--- src/rtl/dmg_lcd_rx_pkg.sv ---
`default_nettype none
// +----------------------------------------------------------------------------+
// | Package   : dmg_lcd_pkg                                                     |
// | Purpose   : Shared constants, error bit indices and FSM state type for the  |
// |             DMG LCD bus receiver.                                           |
// | Contents  : H_PIXELS / V_LINES  - default active frame geometry             |
// |             ERR_*               - bit positions inside err_flags            |
// |             rx_state_t          - receiver FSM states                       |
// |             sat_inc()           - 8-bit increment that sticks at 255        |
// | Revision  : 1.0 - initial release                                           |
// +----------------------------------------------------------------------------+
package dmg_lcd_pkg;

  localparam logic [7:0] H_PIXELS = 8'd160;
  localparam logic [7:0] V_LINES  = 8'd144;

  localparam int ERR_OVERRUN = 0;
  localparam int ERR_SHORT   = 1;
  localparam int ERR_VEXTRA  = 2;
  localparam int ERR_ALT     = 3;
  localparam int ERR_W       = 4;

  typedef enum logic [1:0] {
    SEARCH    = 2'd0,
    ACTIVE    = 2'd1,
    LINE_END  = 2'd2,
    WAIT_LINE = 2'd3
  } rx_state_t;

  // Coordinates never wrap: a runaway line or frame pins at 255 so an
  // overrun can never alias back onto a valid pixel position.
  function automatic logic [7:0] sat_inc(input logic [7:0] v);
    return (v == 8'hFF) ? v : v + 8'd1;
  endfunction

endpackage
`default_nettype wire

--- src/rtl/dmg_lcd_rx_if.sv ---
`default_nettype none
// +----------------------------------------------------------------------------+
// | Interface : dmg_lcd_rx_if                                                   |
// | Purpose   : DMG LCD panel bus as seen by the capture side.                  |
// | Signals   : d0, d1  - pixel data bits (inverted on the wire)                |
// |             hsync   - line sync          vsync  - frame sync                |
// |             datal   - end-of-line latch  altsig - line alternation          |
// |             clk     - pixel shift clock                                     |
// | Modports  : master - LCD controller / generator (drives the bus)            |
// |             slave  - receiver (samples the bus)                             |
// | Revision  : 1.0 - initial release                                           |
// +----------------------------------------------------------------------------+
interface dmg_lcd_rx_if;

  logic d0;
  logic d1;
  logic hsync;
  logic vsync;
  logic datal;
  logic altsig;
  logic clk;

  modport master (output d0, d1, hsync, vsync, datal, altsig, clk);
  modport slave  (input  d0, d1, hsync, vsync, datal, altsig, clk);

endinterface
`default_nettype wire

--- src/rtl/dmg_lcd_rx_sync.sv ---
`default_nettype none
// +----------------------------------------------------------------------------+
// | Module    : dmg_lcd_rx_sync                                                 |
// | Purpose   : Registers every LCD bus input once and detects rising edges of  |
// |             the shift clock, hsync and datal.                               |
// | Ports     : clk_8m, rst           - system clock, sync active-high reset    |
// |             lcd                   - LCD bus (slave side)                    |
// |             d0_q..altsig_q        - registered bus levels                   |
// |             clk_rise, hsync_rise,                                           |
// |             datal_rise            - one-cycle rising-edge flags             |
// | Revision  : 1.0 - initial release                                           |
// +----------------------------------------------------------------------------+
module dmg_lcd_rx_sync (
  input  logic        clk_8m,
  input  logic        rst,
  dmg_lcd_rx_if.slave lcd,
  output logic        d0_q,
  output logic        d1_q,
  output logic        hsync_q,
  output logic        vsync_q,
  output logic        altsig_q,
  output logic        clk_rise,
  output logic        hsync_rise,
  output logic        datal_rise
);

  logic clk_q;
  logic clk_p;
  logic hsync_p;
  logic datal_q;
  logic datal_p;

  // Data and shift clock share one register stage, so the data seen on a
  // detected clock edge is the data present on the wire with that clock.
  always_ff @(posedge clk_8m) begin
    if (rst) begin
      d0_q     <= 1'b0;
      d1_q     <= 1'b0;
      hsync_q  <= 1'b0;
      vsync_q  <= 1'b0;
      altsig_q <= 1'b0;
      datal_q  <= 1'b0;
      clk_q    <= 1'b0;
      clk_p    <= 1'b0;
      hsync_p  <= 1'b0;
      datal_p  <= 1'b0;
    end else begin
      d0_q     <= lcd.d0;
      d1_q     <= lcd.d1;
      hsync_q  <= lcd.hsync;
      vsync_q  <= lcd.vsync;
      altsig_q <= lcd.altsig;
      datal_q  <= lcd.datal;
      clk_q    <= lcd.clk;
      clk_p    <= clk_q;
      hsync_p  <= hsync_q;
      datal_p  <= datal_q;
    end
  end

  assign clk_rise   = clk_q   & ~clk_p;
  assign hsync_rise = hsync_q & ~hsync_p;
  assign datal_rise = datal_q & ~datal_p;

endmodule
`default_nettype wire

--- src/rtl/dmg_lcd_rx.sv ---
`default_nettype none
// +----------------------------------------------------------------------------+
// | Module    : dmg_lcd_rx                                                      |
// | Purpose   : DMG LCD bus receiver. Recovers line/frame timing and 2-bit      |
// |             pixels and emits one framebuffer write per active pixel.        |
// | Ports     : clk_8m, rst    - system clock, sync active-high reset           |
// |             lcd            - LCD panel bus (slave side)                     |
// |             err_clr        - clears the sticky error flags                  |
// |             pix_we         - one-cycle pixel write strobe                   |
// |             pix_x, pix_y   - pixel column / row                             |
// |             pix_data       - recovered pixel {~d1,~d0}                      |
// |             frame_start    - one-cycle pulse per detected frame start       |
// |             locked         - a full, error-free frame has been received     |
// |             err_flags      - sticky {alt, vextra, short, overrun}           |
// | Revision  : 1.0 - initial release                                           |
// +----------------------------------------------------------------------------+
module dmg_lcd_rx #(
  parameter logic [7:0] H_PIXELS = dmg_lcd_pkg::H_PIXELS,
  parameter logic [7:0] V_LINES  = dmg_lcd_pkg::V_LINES
) (
  input  logic        clk_8m,
  input  logic        rst,
  dmg_lcd_rx_if.slave lcd,
  input  logic        err_clr,
  output logic        pix_we,
  output logic [7:0]  pix_x,
  output logic [7:0]  pix_y,
  output logic [1:0]  pix_data,
  output logic        frame_start,
  output logic        locked,
  output logic [3:0]  err_flags
);

  import dmg_lcd_pkg::*;

  logic bus_d0, bus_d1, bus_hsync, bus_vsync, bus_altsig;
  logic clk_rise, hsync_rise, datal_rise;

  dmg_lcd_rx_sync u_sync (
    .clk_8m     (clk_8m),
    .rst        (rst),
    .lcd        (lcd),
    .d0_q       (bus_d0),
    .d1_q       (bus_d1),
    .hsync_q    (bus_hsync),
    .vsync_q    (bus_vsync),
    .altsig_q   (bus_altsig),
    .clk_rise   (clk_rise),
    .hsync_rise (hsync_rise),
    .datal_rise (datal_rise)
  );

  rx_state_t  state, state_n;
  logic [7:0] x, x_n, y, y_n;
  logic       alt_prev, alt_prev_n;
  logic       alt_valid, alt_valid_n;   // a previous line of this frame exists
  logic       frame_err, frame_err_n;   // any error raised in the current frame
  logic       in_frame, in_frame_n;     // a frame has started since reset
  logic       locked_n;
  logic       we_n, fs_n;
  logic [7:0] px_n, py_n;
  logic [1:0] pd_n;
  logic [ERR_W-1:0] new_err;
  logic [ERR_W-1:0] err_n;

  logic capture, do_eol, frame_sync, line_sync, frame_err_any;

  // Shift pulses during hsync are the embedded pulse, never a pixel.
  assign capture    = (state == ACTIVE) && clk_rise && !bus_hsync;
  // End-of-line checks run in LINE_END, or immediately when datal and hsync
  // rise together so the hsync action can still be applied this cycle.
  assign do_eol     = (state == LINE_END) ||
                      ((state == ACTIVE) && datal_rise && hsync_rise);
  assign frame_sync = hsync_rise && bus_vsync && (state inside {SEARCH, ACTIVE, LINE_END, WAIT_LINE});
  assign line_sync  = hsync_rise && !bus_vsync &&
                      ((state == WAIT_LINE) || (state == LINE_END) ||
                       ((state == ACTIVE) && datal_rise));
  assign frame_err_any = frame_err | (|new_err);
  // A new error always wins over a simultaneous clear.
  assign err_n = (err_clr ? '0 : err_flags) | new_err;

  always_comb begin
    state_n     = state;
    x_n         = x;
    y_n         = y;
    alt_prev_n  = alt_prev;
    alt_valid_n = alt_valid;
    frame_err_n = frame_err_any;
    in_frame_n  = in_frame;
    locked_n    = locked;
    we_n        = 1'b0;
    fs_n        = 1'b0;
    px_n        = pix_x;
    py_n        = pix_y;
    pd_n        = pix_data;
    new_err     = '0;

    if (capture) begin
      if ((x < H_PIXELS) && (y < V_LINES)) begin
        we_n = 1'b1;
        px_n = x;
        py_n = y;
        pd_n = {~bus_d1, ~bus_d0};
      end
      if (x >= H_PIXELS) new_err[ERR_OVERRUN] = 1'b1;
      if (y >= V_LINES)  new_err[ERR_VEXTRA]  = 1'b1;
      x_n = sat_inc(x);
    end

    if (do_eol) begin
      // Lines past the frame end are already flagged; no short check there.
      if ((x < H_PIXELS) && (y < V_LINES)) new_err[ERR_SHORT] = 1'b1;
      if (alt_valid && (bus_altsig == alt_prev)) new_err[ERR_ALT] = 1'b1;
      alt_prev_n  = bus_altsig;
      alt_valid_n = 1'b1;
    end

    case (state)
      SEARCH:    ;
      ACTIVE:    if (datal_rise && !hsync_rise) state_n = LINE_END;
      LINE_END:  state_n = WAIT_LINE;
      WAIT_LINE: ;
      default:   state_n = SEARCH;
    endcase

    if (frame_sync) begin
      // The verdict on the finished frame includes errors raised this cycle.
      if (in_frame) locked_n = (y == V_LINES - 8'd1) && !frame_err_any;
      state_n     = ACTIVE;
      x_n         = '0;
      y_n         = '0;
      fs_n        = 1'b1;
      alt_valid_n = 1'b0;
      frame_err_n = 1'b0;
      in_frame_n  = 1'b1;
    end else if (line_sync) begin
      state_n = ACTIVE;
      x_n     = '0;
      y_n     = sat_inc(y);
    end
  end

  always_ff @(posedge clk_8m) begin
    if (rst) begin
      state       <= SEARCH;
      x           <= '0;
      y           <= '0;
      alt_prev    <= 1'b0;
      alt_valid   <= 1'b0;
      frame_err   <= 1'b0;
      in_frame    <= 1'b0;
      locked      <= 1'b0;
      err_flags   <= '0;
      pix_we      <= 1'b0;
      pix_x       <= '0;
      pix_y       <= '0;
      pix_data    <= '0;
      frame_start <= 1'b0;
    end else begin
      state       <= state_n;
      x           <= x_n;
      y           <= y_n;
      alt_prev    <= alt_prev_n;
      alt_valid   <= alt_valid_n;
      frame_err   <= frame_err_n;
      in_frame    <= in_frame_n;
      locked      <= locked_n;
      err_flags   <= err_n;
      pix_we      <= we_n;
      pix_x       <= px_n;
      pix_y       <= py_n;
      pix_data    <= pd_n;
      frame_start <= fs_n;
    end
  end

endmodule
`default_nettype wire

--- src/flat_wrapper.sv ---
// flat-port wrapper written by rule: the top's interface ports become plain ports
module dmg_lcd_rx_flat import dmg_lcd_pkg::*;
#(
  parameter logic [7:0] H_PIXELS = dmg_lcd_pkg::H_PIXELS,
  parameter logic [7:0] V_LINES  = dmg_lcd_pkg::V_LINES
)
  (clk_8m, rst, err_clr, pix_we, pix_x, pix_y, pix_data, frame_start, locked, err_flags, lcd_d0, lcd_d1, lcd_hsync, lcd_vsync, lcd_datal, lcd_altsig, lcd_clk);
  dmg_lcd_rx_if lcd_i ();
  input  logic clk_8m;
  input  logic rst;
  input  logic err_clr;
  output logic pix_we;
  output logic [7:0] pix_x;
  output logic [7:0] pix_y;
  output logic [1:0] pix_data;
  output logic frame_start;
  output logic locked;
  output logic [3:0] err_flags;
  input wire logic [$bits(lcd_i.d0)-1:0] lcd_d0;
  input wire logic [$bits(lcd_i.d1)-1:0] lcd_d1;
  input wire logic [$bits(lcd_i.hsync)-1:0] lcd_hsync;
  input wire logic [$bits(lcd_i.vsync)-1:0] lcd_vsync;
  input wire logic [$bits(lcd_i.datal)-1:0] lcd_datal;
  input wire logic [$bits(lcd_i.altsig)-1:0] lcd_altsig;
  input wire logic [$bits(lcd_i.clk)-1:0] lcd_clk;
  assign lcd_i.d0 = lcd_d0;
  assign lcd_i.d1 = lcd_d1;
  assign lcd_i.hsync = lcd_hsync;
  assign lcd_i.vsync = lcd_vsync;
  assign lcd_i.datal = lcd_datal;
  assign lcd_i.altsig = lcd_altsig;
  assign lcd_i.clk = lcd_clk;
  dmg_lcd_rx #(.H_PIXELS(H_PIXELS), .V_LINES(V_LINES)) u_core (.clk_8m(clk_8m), .rst(rst), .lcd(lcd_i), .err_clr(err_clr), .pix_we(pix_we), .pix_x(pix_x), .pix_y(pix_y), .pix_data(pix_data), .frame_start(frame_start), .locked(locked), .err_flags(err_flags));
endmodule
--- config.mk ---
export PLATFORM = sky130hd
export DESIGN_NAME = dmg_lcd_rx_flat
export DESIGN_NICKNAME = d
export VERILOG_FILES = /design/src/rtl/dmg_lcd_rx_pkg.sv /design/src/rtl/dmg_lcd_rx_if.sv /design/src/rtl/dmg_lcd_rx_sync.sv /design/src/rtl/dmg_lcd_rx.sv /design/src/flat_wrapper.sv
export SDC_FILE = /design/constraint.sdc
export NUM_CORES = 1
export LEC_CHECK = 0
export ABC_AREA = 0
export BUFFER_PORTS_ARGS = -buffer_cell sky130_fd_sc_hd__buf_2
export CORE_ASPECT_RATIO = 1.25
export CORE_MARGIN = 8
export CORE_UTILIZATION = 50
export DETAILED_ROUTE_END_ITERATION = 6
export PLACE_DENSITY = 0.67
export SLEW_MARGIN = 40
export SYNTH_ARGS = -nofsm -noshare
export SYNTH_HDL_FRONTEND = slang
export SYNTH_SLANG_ARGS = --single-unit
--- constraint.sdc ---
create_clock -name clk_8m -period 3.3 [get_ports clk_8m]
set_input_delay 0.66 -clock clk_8m [delete_from_list [all_inputs] [get_ports clk_8m]]
set_output_delay 0.66 -clock clk_8m [all_outputs]
set_load 0.02 [all_outputs]
==> results.sh, run 1 <==
export IMPL_fmax_ghz=0.434
export IMPL_hold_viol_final=0
export IMPL_design_area_um2=2880
export IMPL_routed_wl_um=4980
export IMPL_synth_ff_type="dfxtp_1"
export IMPL_initial_utilization=0.513
export IMPL_switchingPower_uw=450
export IMPL_power_total_mw=1.80
export IMPL_fin_util=0.613
export IMPL_critPathArrivalTime_ns=2.55
export IMPL_routabilityCongestion=0.781
export IMPL_seqPwrFrac=0.419
export IMPL_rows=28
export IMPL_leakage_nw=1.30
export IMPL_outcome="finished, final reports clean"
export IMPL_first_global_vias=1842
export IMPL_grt_pass1_wl_um=8730
export IMPL_fin_crit_sh=0.697
export IMPL_netlist_area_um2=2410
export IMPL_crit_buf_inv=1
export IMPL_io_pin_count=35
export IMPL_num_nets_final=313
export IMPL_firstDrtPassIters=4
export IMPL_grt_usage=0.148
export IMPL_cts_path_max_buffers=2
export IMPL_path_delay_family="simple AND/OR/NAND/NOR gates"
export IMPL_root_buffer="clkbuf_8"
export IMPL_worst_pin_slew_ns=0.749
export IMPL_setup_viol_count_final=0
export IMPL_layout_drive_gt1_share=0.204
export IMPL_synth_edff_count=0
export IMPL_synth_net_count=274
export IMPL_ys_warn_count=0
export IMPL_vdd_drop_max_mv=0.380
export IMPL_clock_sink_count=57
export IMPL_endpoint_kind="register"
export IMPL_die_height_um=93.6
export IMPL_vias=1937
export IMPL_hold_buffers=0
export IMPL_synthArstFlopShare=0
export IMPL_syn_avg_cell_area_um2=9.44
export IMPL_gr_total_overflow=0
export IMPL_slew_violations=0
export IMPL_area_growth_pct=19.5
export IMPL_die_w_um=78.1
export IMPL_maxCapViolCount=0
export IMPL_synth_top_cell_area_share=0.474
export IMPL_crit_type="register to register"
export IMPL_path_clk_slew_ns=0.06
export IMPL_holdPathStages=2
export IMPL_antenna_cells=0
export IMPL_fin_ws_ns=0.998
export IMPL_synth_commonest_cells="57 x dfxtp_1, 29 x nor2_1, 19 x a21oi_1, 19 x mux2i_1, 15 x inv_1"
export IMPL_cp_start_kind="register"
export IMPL_synth_area_leaders="dfxtp_1 47%, mux2i_1 7.9%, ha_1 4.7%"
export IMPL_synth_largest_area_cell="dfxtp_1"
export IMPL_setup_tns_ns=0
export IMPL_wl_per_cell_um=13.9
export IMPL_die_area_um2=7300
export IMPL_pre_cts_slack_ns=1.06
export IMPL_antenna_found_initial=0
export IMPL_clk_latency_ns=0.33
export IMPL_post_synth_top_count_cell="dfxtp_1"
export IMPL_post_cts_resize_count=0
export IMPL_slowest_stage="or4_1"
export IMPL_io_buffers=34
export IMPL_via_per_inst=5.40
export IMPL_cp_slowest_stage_delay_ns=0.59
export IMPL_antenna_left=0
export IMPL_synth_seq_cells=57
export IMPL_cts_tree="built"
export IMPL_pwr_share_clk=0.439
export IMPL_post_cts_setup_buffer_count=0
export IMPL_cp_data_required_time_ns=3.55
export IMPL_swShare=0.250
export IMPL_power_density_nw_per_um2=624
export IMPL_yosysSeqAreaShare=0.474
export IMPL_cts_htree_levels=3
export IMPL_slew_headroom=0.497
export IMPL_r2r_setup_slack_ns=1.0
export IMPL_rsz0062_at_grt="no"
export IMPL_crit_chain="inv_1 > ha_1 > or4_1 > o21ai_0 > o21ai_1 > nor3_1"
export IMPL_cp_depth=6
export IMPL_grt_max_degree=36
export IMPL_place_area_um2=2640
export IMPL_finClkSkew_ns=0.00792
export IMPL_drtIter0Drc=99
export IMPL_hold_path_class="register to register"
export IMPL_critPathMaxFanout=9
export IMPL_core_area_um2=4690
export IMPL_pwr_share_comb=0.143
export IMPL_synthCells=255
export IMPL_yosysUniqueCellTypes=45
export IMPL_drcViolationCount=0
export IMPL_numCtsBuffers=9
export IMPL_cell_internal_pwr_mw=1.35
export IMPL_hpwl_um=3530
export IMPL_worstRegToRegCells=6
export IMPL_post_route_min_period_ns=2.30
-- worst paths after layout --
path / startpoint / end
worst max register to register: u_core.state[0] / u_core.x[2]
worst min-delay path: u_core.alt_valid / u_core.alt_valid
worst min register to register: u_core.alt_valid / u_core.alt_valid
worst max-delay path: u_core.state[0] / u_core.x[2]
-- sequential cells by signal, summed over array words and instances (netlist names), 2 cells and up --
signal,count
u_core.y,8
u_core.pix_x,8
u_core.x,8
u_core.pix_y,8
u_core.err_flags,4
u_core.state,2
u_core.pix_data,2
-- tightest hold or removal path, delay by kind of cell, from the launching register on --
| family | cells | cell delay, ns |
|---|---|---|
| flip-flops | 1 | 0.31 |
| buffers and inverters | 1 | 0.05 |
| AO/OA/AOI/OAI | 1 | 0.05 |
-- area by class of cell --
cell class,count,area [um^2]
clock buffer,10,138
tap,60,75.1
timing repair buffer,38,200
fill,416,1820
multi-input combinational,173,1160
sequential,57,1140
inverter,15,56.3
clock inverter,6,105
-- per-stage QoR --
stage	hold slack [ns]	cells
2_1_floorplan	0.426	255
3_3_place_gp	0.433	343
4_1_cts	0.451	359
3_5_place_dp	0.441	343
6_report	0.450	359
5_1_grt	0.499	359
-- cells by family (layout without fill, tap and decap cells) --
kind of cell,count (synthesis),in the layout,share of synthesized area
multiplexers,19,19,0.0790
flip-flops,57,57,0.474
XOR/XNOR,4,4,0.0146
adder cells (fa/ha/maj),9,9,0.0468
AND/OR/NAND/NOR,93,93,0.213
buffers and inverters,25,69,0.0431
AO/OA/AOI/OAI,48,48,0.130
-- per-layer routing --
metal	global-route usage	part of all wire
met1	0.167	0.44
met5	0	0
met2	0.244	0.48
met4	0.0975	0.029
met3	0.0345	0.047
-- layout by cell type (no fill, tap or decap), types with 2 or more instances in the layout --
master / count
nand2_1: 11
dfxtp_1: 57
inv_1: 15
o2bb2ai_1: 2
and3b_1: 2
xnor2_1: 4
ha_1: 9
nor2_1: 29
and3_1: 2
mux2i_1: 19
bufinv_16: 3
a2bb2oi_1: 2
buf_4: 4
nand3_1: 8
o21ai_0: 5
nand2b_1: 2
clkbuf_8: 10
o31ai_1: 7
nor3_1: 3
clkinv_2: 3
a211oi_1: 3
and2_1: 2
nor4_1: 3
or2_2: 3
a21o_1: 2
a21oi_1: 19
buf_2: 34
nor2b_1: 11
or4_1: 7
-- power groups by stage --
stage,combinational [mW],sequential [mW],clock (mW)
2_1_floorplan,0.185,0.767,0
3_3_place_gp,0.251,0.765,0
3_5_place_dp,0.255,0.767,0
4_1_cts,0.256,0.752,0.802
5_1_grt,0.287,0.756,0.840
6_report,0.256,0.752,0.788
Note: power is estimated with default switching activity, not from simulation.
==> inputs of run 2 (changes only) <==
--- a/config.mk
+++ b/config.mk
@@ -5,13 +5,13 @@
 export SDC_FILE = /design/constraint.sdc
 export NUM_CORES = 1
 export LEC_CHECK = 0
-export ABC_AREA = 0
+export ABC_AREA = 1
 export BUFFER_PORTS_ARGS = -buffer_cell sky130_fd_sc_hd__buf_2
 export CORE_ASPECT_RATIO = 1.25
 export CORE_MARGIN = 8
 export CORE_UTILIZATION = 50
 export DETAILED_ROUTE_END_ITERATION = 6
-export PLACE_DENSITY = 0.67
+export PLACE_DENSITY = 0.7
 export SLEW_MARGIN = 40
 export SYNTH_ARGS = -nofsm -noshare
 export SYNTH_HDL_FRONTEND = slang
==> constraint.sdc (replaced) <==
create_clock -name clk_8m -period 2.1 [get_ports clk_8m]
set_input_delay 0.42 -clock clk_8m [delete_from_list [all_inputs] [get_ports clk_8m]]
set_output_delay 0.42 -clock clk_8m [all_outputs]
set_load 0.02 [all_outputs]
==> run 2 against run 1 <==
  * Final cell count grew 16%
  * Core utilization shrank 0.64 points
  * Total power grew 45%
  * Wire length grew 5.3%
  * Combinational power grew 55%
  * Critical path type unchanged
  * Largest cell class is now sequential cells
  * Highest routed layer unchanged
==> results.sh, run 2 <==
export IMPL_outcome="finished, final reports clean"
export IMPL_design_area_um2=2830
export IMPL_rsz0062_at_grt="no"
export IMPL_drtIter0Drc=131
export IMPL_io_buffers=34
export IMPL_routed_wl_um=5240
export IMPL_hold_slack_ns=0.279
export IMPL_mostFrequentLayoutCell="nand2_1"
export IMPL_cts_tree="built"
export IMPL_clk_latency_ns=0.34
export IMPL_grt_pass1_wl_um=8940
export IMPL_fin_ws_ns=0.193
export IMPL_setup_tns_ns=0
export IMPL_rows=28
export IMPL_hpwl_um=3730
export IMPL_post_synth_top_count_cell="nand2_1"
export IMPL_cp_start_kind="register"
export IMPL_synth_edff_count=0
export IMPL_routabilityCongestion=0.847
export IMPL_crit_type="register to register"
export IMPL_worst_pin_slew_ns=0.458
export IMPL_finClkSkew_ns=0.00309
export IMPL_first_global_vias=1929
export IMPL_synth_commonest_cells="59 x nand2_1, 57 x dfxtp_1, 42 x a21oi_1"
export IMPL_cts_path_max_buffers=2
export IMPL_hold_path_class="primary input to register"
export IMPL_clock_sink_count=57
export IMPL_wl_per_cell_um=12.6
export IMPL_maxCapViolCount=0
export IMPL_antenna_found_initial=0
export IMPL_post_route_min_period_ns=1.91
export IMPL_synth_net_count=329
export IMPL_slew_violations=0
export IMPL_syn_avg_cell_area_um2=7.73
export IMPL_cp_data_required_time_ns=2.37
export IMPL_numCtsBuffers=9
export IMPL_synth_area_leaders="dfxtp_1 48%, nand2_1 9.2%, a21oi_1 8.8%"
export IMPL_io_pin_count=35
export IMPL_fin_crit_sh=0.908
export IMPL_gr_total_overflow=0
export IMPL_num_nets_final=369
export IMPL_synthArstFlopShare=0
export IMPL_antenna_left=0
export IMPL_ys_warn_count=0
export IMPL_layout_drive_gt1_share=0.189
export IMPL_netlist_area_um2=2400
export IMPL_core_area_um2=4660
export IMPL_vdd_drop_max_mv=0.499
export IMPL_layout_common_cells="59 x nand2_1, 57 x dfxtp_1, 42 x a21oi_1"
export IMPL_die_w_um=77.9
export IMPL_power_density_nw_per_um2=924
export IMPL_setup_viol_count_final=0
export IMPL_firstDrtPassIters=4
export IMPL_path_clk_slew_ns=0.06
export IMPL_slew_headroom=0.694
export IMPL_cts_htree_levels=3
export IMPL_synth_largest_area_cell="dfxtp_1"
export IMPL_hold_buffers=0
export IMPL_via_per_inst=4.98
export IMPL_root_buffer="clkbuf_8"
export IMPL_synth_top_cell_area_share=0.476
export IMPL_synthCells=310
export IMPL_synth_seq_cells=57
export IMPL_pre_cts_slack_ns=0.101
export IMPL_grt_max_degree=32
export IMPL_vias=2068
export IMPL_die_height_um=93.4
export IMPL_die_area_um2=7280
export IMPL_fmax_ghz=0.524
export IMPL_area_growth_pct=18.0
export IMPL_leakage_nw=1.24
export IMPL_critPathMaxFanout=10
export IMPL_yosysUniqueCellTypes=29
export IMPL_antenna_cells=0
export IMPL_drcViolationCount=0
export IMPL_yosysSeqAreaShare=0.476
export IMPL_initial_utilization=0.514
export IMPL_endpoint_kind="register"
export IMPL_place_area_um2=2620
export IMPL_hold_viol_final=0
export IMPL_critPathArrivalTime_ns=2.17
export IMPL_grt_usage=0.156
export IMPL_synth_ff_type="dfxtp_1"
==> run 2: cell families after synthesis <==
logic type | Yosys count | synth area share
flops | 57 | 0.476
simple gates | 114 | 0.204
xor+xnor | 8 | 0.0292
fa+ha+maj | 9 | 0.0470
compound gates | 71 | 0.158
buf+inv | 51 | 0.0851
==> run 2: worst max-delay path: stages, from the launching register on <==
cell and delay (ns):
dfxtp_1 0.41, inv_1 0.09, ha_1 0.24, nor2_1 0.15
nand2_1 0.10, nand2_1 0.20, nand2_4 0.15, nor2_2 0.19
inv_1 0.15, a21oi_1 0.15
==> run 2: worst paths after layout <==
path	startpoint	endpoint	slack [ns]	depth (start not counted)
min reg2reg	u_core.u_sync.d0_q	u_core.pix_data[0]	0.40	1
max reg2reg	u_core.state[0]	u_core.x[0]	0.19	9
max	u_core.state[0]	u_core.x[0]	0.19	9
min	lcd_d0	u_core.u_sync.d0_q	0.28	3
==> run 2: power breakdown <==
group          internal (mW)  switching [mW]  total, mW
sequential              1.16          0.0489       1.21
clock                  0.570           0.434       1.00
combinational          0.134           0.262      0.396
total                   1.87           0.744       2.61
==> run 2: per-layer routing <==
metal	track usage	vias up	routed length, um
met5	0	-	0
met4	0.0882	0	99
met3	0.0672	6	422
met2	0.234	71	2340
met1	0.182	916	2380
li1	-	1075	-
==> run 2: what timing repair did <==
| action | CTS | global route |
|---|---|---|
| buffers inserted | 0 | 0 |
| setup endpoints to repair | 0 | 8 |
| resized for setup | 0 | 2 |
==> run 2: final cells by class <==
type	count	area, um^2
clock buffers	10	138
clock inverters	6	57.6
flip-flops and latches	57	1140
fillers	438	1830
repair buffers	37	193
multi-input cells	202	1060
inverters	43	164
well taps	60	75.1
==> run 2: per-stage QoR <==
step,utilization,instances,power [mW]
finish,0.607,415,2.61
global route,0.607,415,2.77
CTS,0.605,415,2.64
detailed placement,0.563,399,1.63
global placement,0.563,399,1.62
floorplan,-,310,1.52
==> inputs of run 3 (changes only) <==
--- a/config.mk
+++ b/config.mk
@@ -12,6 +12,7 @@
 export CORE_UTILIZATION = 50
 export DETAILED_ROUTE_END_ITERATION = 6
 export PLACE_DENSITY = 0.7
+export RECOVER_POWER = 100
 export SLEW_MARGIN = 40
 export SYNTH_ARGS = -nofsm -noshare
 export SYNTH_HDL_FRONTEND = slang
==> run 3 against run 2 <==
  * Via count down 1.0%
  * Setup slack improved by 0.0077 ns
  * Sequential share of layout area rose by 0.51 points
  * Hold slack is essentially flat
  * Die area unchanged
  * Cell area is 1.2% lower
  * Global-route usage stayed put
  * Maximum frequency up 0.40%
  * Sequential power hardly changed
  * Sequential cell count unchanged
  * Clock skew is essentially flat
  * Critical endpoint unchanged
  * Highest routed layer unchanged
==> results.sh, run 3 (synthesis gave the netlist of run 2 again) <==
export IMPL_cts_tree="built"
export IMPL_dr_wl_met3_um=385
export IMPL_numCtsBuffers=9
export IMPL_grt_pass1_wl_um=8940
export IMPL_gr_total_overflow=0
export IMPL_drcViolationCount=0
export IMPL_power_density_nw_per_um2=934
export IMPL_vdd_drop_max_mv=0.498
export IMPL_dr_wl_met2_um=2350
export IMPL_routed_wl_um=5230
export IMPL_met1Wirelength_um=2400
export IMPL_rows=28
export IMPL_crit_chain="inv_1 > ha_1 > nor2_1 > nand2_1 > nand2_1 > nand2_4 > nor2_2 > inv_1 > a21oi_1"
export IMPL_cp_start_kind="register"
export IMPL_setup_viol_count_final=0
export IMPL_num_nets_final=369
export IMPL_cell_internal_pwr_mw=1.86
export IMPL_die_area_um2=7280
export IMPL_slew_violations=0
export IMPL_rsz0062_at_grt="no"
export IMPL_fmax_ghz=0.527
export IMPL_worst_pin_slew_ns=1.13
export IMPL_post_route_min_period_ns=1.90
export IMPL_mostFrequentLayoutCell="nand2_1"
export IMPL_root_buffer="clkbuf_8"
export IMPL_wl_per_cell_um=12.6
export IMPL_fin_crit_sh=0.904
export IMPL_layout_drive_gt1_share=0.113
export IMPL_firstDrtPassIters=4
export IMPL_grt_usage=0.156
export IMPL_antenna_left=0
export IMPL_antenna_found_initial=0
export IMPL_switchingPower_uw=748
export IMPL_cp_data_required_time_ns=2.37
export IMPL_clk_latency_ns=0.34
export IMPL_maxCapViolCount=0
export IMPL_io_buffers=34
export IMPL_fillers=455
export IMPL_cts_path_max_buffers=2
export IMPL_critPathArrivalTime_ns=2.17
export IMPL_crit_type="register to register"
export IMPL_pwr_share_clk=0.386
export IMPL_endpoint_kind="register"
export IMPL_initial_utilization=0.514
export IMPL_hold_buffers=0
export IMPL_swShare=0.287
export IMPL_multi_input_area_um2=1060
export IMPL_core_area_um2=4660
export IMPL_drtIter0Drc=134
export IMPL_via_per_inst=4.93
export IMPL_critPathMaxFanout=10
export IMPL_clock_sink_count=57
export IMPL_cp_slowest_stage_delay_ns=0.41
export IMPL_pwr_share_comb=0.149
export IMPL_cts_htree_levels=3
export IMPL_io_pin_count=35
export IMPL_die_w_um=77.9
export IMPL_seq_area_um2=1140
export IMPL_highest_layer="met4"
export IMPL_vias=2047
export IMPL_slew_headroom=0.244
export IMPL_finClkSkew_ns=0.00317
export IMPL_outcome="finished, final reports clean"
export IMPL_antenna_cells=0
export IMPL_leakage_nw=1.13
export IMPL_hold_slack_ns=0.279
export IMPL_setup_tns_ns=0
export IMPL_hold_path_class="primary input to register"
export IMPL_die_height_um=93.4
export IMPL_layout_common_cells="59 x nand2_1, 57 x dfxtp_1, 42 x a21oi_1"
export IMPL_slowest_stage="dfxtp_1"
export IMPL_seqPwrFrac=0.465
export IMPL_area_growth_pct=16.5
export IMPL_path_clk_slew_ns=0.06
export IMPL_grt_max_degree=32
export IMPL_hold_viol_final=0
export IMPL_first_global_vias=1929
export IMPL_hpwl_um=3730
export IMPL_routabilityCongestion=0.847
==> run 3: cell types whose count changed in the layout (fill, tap and decap cells not counted) <==
cell,before,now
inv_2,3,2
clkbuf_1,0,26
buf_2,34,9
inv_1,38,39
buf_4,3,2
==> run 3: metrics by stage <==
stage               worst slack (ns)  cell area, um^2  cells  power [mW]   util
floorplan                      0.568             2400    310        1.52      -
global placement               0.119             2620    399        1.62  0.563
detailed placement             0.101             2620    399        1.63  0.563
CTS                           0.0897             2820    415        2.64  0.605
global route                  0.0269             2790    415        2.77  0.599
finish                         0.201             2790    415        2.61  0.599
==> run 3: cell type report <==
class	count	share of cell area
clock buffer	10	0.0493
tap	60	0.0269
inverter	43	0.0587
clock inverter	6	0.0206
timing repair buffer	37	0.0565
sequential	57	0.409
multi-input combinational	202	0.379
==> run 3: path summary, 6_finish.rpt <==
check	end	start	cells past startpoint	slack [ns]
worst min register to register	u_core.pix_data[0]	u_core.u_sync.d0_q	1	0.40
worst max register to register	u_core.x[0]	u_core.state[0]	9	0.20
worst min-delay path	u_core.u_sync.d0_q	lcd_d0	3	0.28
worst max-delay path	u_core.x[0]	u_core.state[0]	9	0.20
==> run 3: critical path, delay by kind of cell, from the launching register on <==
family	cells	cell delay, ns
buf+inv	2	0.24
compound gates	1	0.15
flops	1	0.41
fa+ha+maj	1	0.24
simple gates	5	0.79
==> run 3: repair_timing <==
action / 4_1_cts / 5_1_grt
endpoints found under the hold margin: 0 / 0
setup buffers: 0 / 0
setup endpoints to repair: 0 / 8
resized for setup: 0 / 2
==> run 3: routing by layer <==
layer  track usage  vias to the layer above
li1              -                     1074
met1         0.182                      914
met2         0.234                       53
met3        0.0672                        6
met4        0.0882                        0
met5             0                        -
==> run 3: power groups by stage <==
| stage | Combinational, mW | Clock, mW | Sequential (mW) |
|---|---|---|---|
| 3_3_place_gp | 0.385 | 0 | 1.23 |
| 2_1_floorplan | 0.266 | 0 | 1.26 |
| 5_1_grt | 0.450 | 1.09 | 1.22 |
| 6_report | 0.388 | 1.01 | 1.21 |
| 4_1_cts | 0.400 | 1.03 | 1.21 |
| 3_5_place_dp | 0.398 | 0 | 1.24 |
